===== src/rtl/mem_wb_stage.sv =====
// mem_wb_stage: MEM/WB pipeline register plus writeback stage.
//
// Captures the instruction leaving the memory stage and extracts the load
// byte or half. It drives the register-file write port and the writeback to
// store-data forwarding select, and counts retired instructions.
//
// Ports:
//   clk, rst_n          clock (rising edge), synchronous active-low reset
//   stall_mem, flush    MEM stalled / kill the incoming instruction (both bubble)
//   m_*                 control and operands of the instruction currently in MEM
//   read_data_MEMWB     data-memory read word for a load in MEM
//   reg_data_MEMWB      non-load result (pc+4 / imm / alu_out)
//   wb_RegWrite/wb_rd/wb_data   register-file write port
//   wb_forward          store in MEM must take wb_data as its store data
//   misalign_err        high for the WB cycle of a misaligned load
//   instret             retired-instruction counter (wraps)
module mem_wb_stage #(
  parameter int XLEN  = 32,
  parameter int CNT_W = 32
) (
  input  logic             clk,
  input  logic             rst_n,
  input  logic             stall_mem,
  input  logic             flush,
  input  logic             m_valid,
  input  logic             m_RegWrite,
  input  logic             m_MemToReg,
  input  logic             m_MemWrite,
  input  logic [2:0]       m_funct3,
  input  logic [1:0]       m_addr_lo,
  input  logic [4:0]       m_rd,
  input  logic [4:0]       m_rs2,
  input  logic [XLEN-1:0]  read_data_MEMWB,
  input  logic [XLEN-1:0]  reg_data_MEMWB,
  output logic             wb_RegWrite,
  output logic [4:0]       wb_rd,
  output logic [XLEN-1:0]  wb_data,
  output logic             wb_forward,
  output logic             misalign_err,
  output logic [CNT_W-1:0] instret
);

  logic             wb_valid_r;
  logic             reg_write_r;
  logic             mem_to_reg_r;
  logic [2:0]       funct3_r;
  logic [1:0]       addr_lo_r;
  logic [4:0]       rd_r;
  logic [XLEN-1:0]  read_word_r;
  logic [XLEN-1:0]  reg_data_r;
  logic [CNT_W-1:0] instret_r;

  logic             misaligned_s;
  logic [XLEN-1:0]  load_val_s;
  logic             reg_write_s;
  logic [XLEN-1:0]  wb_data_s;
  logic             forward_s;

  // Byte/half extraction with sign or zero extension; unknown codes pass the word.
  function automatic logic [XLEN-1:0] load_extract(input logic [2:0] f3,
                                                   input logic [1:0] lo,
                                                   input logic [XLEN-1:0] w);
    logic [7:0]  b;
    logic [15:0] h;
    logic [XLEN-1:0] r;
    case (lo)
      2'b00:   b = w[7:0];
      2'b01:   b = w[15:8];
      2'b10:   b = w[23:16];
      2'b11:   b = w[31:24];
      default: b = w[7:0];
    endcase
    h = lo[1] ? w[31:16] : w[15:0];
    case (f3)
      3'b000:  r = {{(XLEN-8){b[7]}}, b};
      3'b100:  r = {{(XLEN-8){1'b0}}, b};
      3'b001:  r = {{(XLEN-16){h[15]}}, h};
      3'b101:  r = {{(XLEN-16){1'b0}}, h};
      default: r = w;
    endcase
    return r;
  endfunction

  // A load is misaligned when a half access is on an odd byte or a word access is off 4-byte.
  function automatic logic load_misaligned(input logic mem_to_reg,
                                           input logic [2:0] f3,
                                           input logic [1:0] lo);
    logic m;
    case (f3)
      3'b001, 3'b101: m = lo[0];
      3'b010:         m = (lo != 2'b00);
      default:        m = 1'b0;
    endcase
    return mem_to_reg & m;
  endfunction

  // MEM->WB pipeline register; a flush or stall inserts a bubble and holds the payload.
  always_ff @(posedge clk) begin
    if (!rst_n) begin
      wb_valid_r   <= 1'b0;
      reg_write_r  <= 1'b0;
      mem_to_reg_r <= 1'b0;
      funct3_r     <= 3'b000;
      addr_lo_r    <= 2'b00;
      rd_r         <= 5'd0;
      read_word_r  <= '0;
      reg_data_r   <= '0;
    end else if (flush || stall_mem) begin
      wb_valid_r   <= 1'b0;
    end else begin
      wb_valid_r   <= m_valid;
      reg_write_r  <= m_RegWrite;
      mem_to_reg_r <= m_MemToReg;
      funct3_r     <= m_funct3;
      addr_lo_r    <= m_addr_lo;
      rd_r         <= m_rd;
      read_word_r  <= read_data_MEMWB;
      reg_data_r   <= reg_data_MEMWB;
    end
  end

  // Retire counter: every valid WB cycle counts once, since a stall turns the next cycle into a bubble.
  always_ff @(posedge clk) begin
    if (!rst_n) begin
      instret_r <= '0;
    end else if (wb_valid_r) begin
      instret_r <= instret_r + CNT_W'(1);
    end else begin
      instret_r <= instret_r;
    end
  end

  // Writeback data select, write enable and store-data forwarding.
  always_comb begin
    misaligned_s = 1'b0;
    load_val_s   = '0;
    reg_write_s  = 1'b0;
    wb_data_s    = '0;
    forward_s    = 1'b0;
    misaligned_s = wb_valid_r & load_misaligned(mem_to_reg_r, funct3_r, addr_lo_r);
    load_val_s   = load_extract(funct3_r, addr_lo_r, read_word_r);
    if (mem_to_reg_r) begin
      wb_data_s = load_val_s;
    end else begin
      wb_data_s = reg_data_r;
    end
    reg_write_s = wb_valid_r & reg_write_r & (rd_r != 5'd0) & ~misaligned_s;
    // rd_r != 0 is already folded into reg_write_s, so m_rs2 == 0 never forwards.
    forward_s   = reg_write_s & m_MemWrite & (rd_r == m_rs2);
  end

  assign wb_RegWrite  = reg_write_s;
  assign wb_rd        = rd_r;
  assign wb_data      = wb_data_s;
  assign wb_forward   = forward_s;
  assign misalign_err = misaligned_s;
  assign instret      = instret_r;

endmodule


===== config.mk =====
export PLATFORM = sky130hd
export DESIGN_NAME = mem_wb_stage
export DESIGN_NICKNAME = d
export VERILOG_FILES = /design/src/rtl/mem_wb_stage.sv
export SDC_FILE = /design/constraint.sdc
export NUM_CORES = 1
export LEC_CHECK = 0
export CORE_UTILIZATION = 50
export DETAILED_ROUTE_END_ITERATION = 6
export PLACE_DENSITY = 0.85
export SYNTH_ARGS = -nofsm -noshare
export SYNTH_HDL_FRONTEND = slang
export SYNTH_SLANG_ARGS = --single-unit

===== constraint.sdc =====
create_clock -name clk -period 6.3 [get_ports clk]
set_input_delay 1.575 -clock clk [delete_from_list [all_inputs] [get_ports clk]]
set_output_delay 1.575 -clock clk [all_outputs]
set_load 0.02 [all_outputs]

==> flow_metrics.tcl <==
set metrics [dict create \
    startpoint_type "input pin" \
    p_int_mw 0.9669 \
    core_area_mm2 0.009774 \
    rsz0062_at_grt "no" \
    post-dp-hpwl_um 10100 \
    postSynth.topFlopCell "dfxtp_1" \
    final_cells 908 \
    ys_top_cells_by_area "dfxtp_1 (43%), nand2_1 (12%), a21oi_1 (9.4%)" \
    ir_drop_uv 133.0 \
    synthTopCellsByCount "nand2_1 (167), dfxtp_1 (109), a21oi_1 (95), clkbuf_1 (36)" \
    drcViolationCount 0 \
    numCtsBuffers 9 \
    total_power_mw 1.319 \
    synthDistinctLibCells 49 \
    post-synth-top-count-cell "nand2_1" \
    grt_pass1_wl_um 22600 \
    cts_tree "done" \
    final_util 0.6993 \
    synth-async-reset-ratio 0 \
    ios 159 \
    syn_nets 728 \
    status "finished, final reports clean" \
    p_switching_mw 0.3526 \
    ant_nets 0 \
    finalSetupTns_ns 0 \
    yosysTopAreaCell "dfxtp_1" \
    dp_cells 892 \
    syn_to_final_growth_pct 35.42 \
    grt_overflow 0 \
    ys_warn_count 0 \
    cts_resized 0 \
    clkSlewWorstSetupHoldPaths_ns 0.10 \
    grt_max_degree 78 \
    holdBufCountCts 0 \
    synth_edf_count 0 \
    synthCells 640 \
    drive_gt1_frac 0.04645 \
    vias_per_cell 5.680 \
    cts_root_buffer "clkbuf_8" \
    grt_pass1_vias 4748 \
    slew_viol_final 0 \
    finalHoldViolCount 0 \
    fin_crit_sh 0.7815 \
    clock_power_share 0.289 \
    antennaDiodeCount 0 \
    dieArea_mm2 0.01050 \
    relSlewSlack 0.3103 \
    hold_path_class "reg -> reg" \
    seqPwrFrac 0.555 \
    cp.required_ns 4.72 \
    synth-seq-area-share 0.4323 \
    finalSetupViolations 0 \
    path_max_fanout 1 \
    post_cts.repair.setup_buffers 0 \
    drt_iter0_markers 300 \
    die_h_um 102.5 \
    antenna_found_initial 0 \
    vias 5157 \
    htreeDepth 3 \
    wl_per_cell_um 15.76 \
    gp_congestion 0.8560 \
    ctsLongestPathBuffers 2 \
    io_buffers 158 \
    finalClockSkew_ns 0.009287 \
    max_freq_ghz 0.2031 \
    period_needed_ns 4.923 \
    initial_core_util 0.5164 \
    maxCapViolCount 0 \
    final_nets 858 \
    clock_latency_ns 0.37 \
    routed_wl_um 14310 \
    worst_pin_slew_ns 1.033 \
    switching_share 0.2672 \
    ys_seq_elements 109 \
    yosysTopAreaCellShare 0.4323 \
    cp.arrival_ns 3.35 \
    powerDensity_mw_per_mm2 193.0 \
    rows 36 \
    pwr-share-comb 0.156 \
    grt_usage 0.2751 \
    drt_pre_antenna_iters 5 \
    cp-end-kind "output pin" \
    syn_area_mm2 0.005047 \
    leakage_nw 2.516 \
    clock-sinks 109 \
    avgSynthCellArea_um2 7.886 \
    die_w_um 102.5 \
    crit_type "in -> out" \
]
-- power by group through the flow --
stage | sequential, mW | combinational [mW] | clock (mW)
3_5_place_dp | 0.748 | 0.205 | 0
6_report | 0.732 | 0.206 | 0.381
3_3_place_gp | 0.746 | 0.202 | 0
2_1_floorplan | 0.741 | 0.104 | 0
4_1_cts | 0.732 | 0.206 | 0.388
5_1_grt | 0.735 | 0.222 | 0.415
-- critical path, cell delays in order --
cell             delay [ns]
clkdlybuf4s50_1        0.44
xor2_1                 0.17
nor4_1                 0.31
and4_1                 0.24
clkdlybuf4s50_1        0.60
-- cells in the final DEF (no fill, tap or decap), types with 3 or more instances in the layout --
cell type and instances:
a2bb2oi_1 3, or4_1 10, clkdlybuf4s50_1 158, xnor2_1 11, nand3_1 13, mux2i_1 5
clkinv_2 3, nor4_1 5, o22a_1 7, a22o_1 7, or3_1 10, buf_4 4
o221ai_1 4, and3_1 19, a22oi_1 4, nand2_1 167, a211o_1 18, o31ai_1 6
nor2_1 18, dfxtp_1 109, mux2_2 4, o221a_2 3, xor2_1 7, and4_1 8
inv_1 12, or2_2 4, o21ai_0 11, a21oi_1 95, nand4_1 7, clkbuf_8 9
nor3_1 5
-- flip-flops by register name (all words and copies together), names as in the netlist --
name	cells
addr_lo_r	2
funct3_r	3
instret	32
mem_to_reg_r	1
read_word_r	32
reg_data_r	32
reg_write_r	1
wb_rd	5
wb_valid_r	1
-- layout make-up --
cell class	instances	area, um^2
Sequential cell	109	2182
Multi-Input combinational cell	474	2654
Fill cell	806	2939
Inverter	14	53.80
Timing Repair Buffer	162	1612
Tap cell	133	166.4
Clock buffer	11	131.4
Clock inverter	5	36.28
-- kinds of logic after synthesis --
family	count (synthesis)	share of synthesized area
AOI/OAI and AO/OA	168	0.2107
and+or+nand+nor	278	0.2610
xor gates and xnor gates	18	0.03123
DFF	109	0.4323
adders and majority gates	1	0.002479
muxes	9	0.01884
buffers and inverters	57	0.04338
-- layer usage --
metal | part of all wire | GRT usage
met1 | 0.40 | 0.3171
met5 | 0 | 0
met3 | 0.077 | 0.07387
met4 | 0.021 | 0.08022
met2 | 0.50 | 0.4959
-- per-stage QoR --
step	hold slack, ns	instance area [um^2]	setup WS [ns]
2_1_floorplan	0.4311	5047	2.461
3_3_place_gp	0.4436	6668	1.544
3_5_place_dp	0.4505	6668	1.385
4_1_cts	0.4629	6835	1.388
5_1_grt	0.4752	6835	1.294
6_report	0.4608	6835	1.377
-- worst paths after layout --
kind              slack, ns  depth (start not counted)             end            from
setup / recovery       1.38                          5      wb_forward        m_rs2[1]
hold / removal         0.46                          2  read_word_r[3]  read_word_r[3]
setup reg to reg       3.95                          5     instret[30]      instret[0]
hold reg to reg        0.46                          2  read_word_r[3]  read_word_r[3]
No activity file was read; power rests on OpenSTA's default activity.
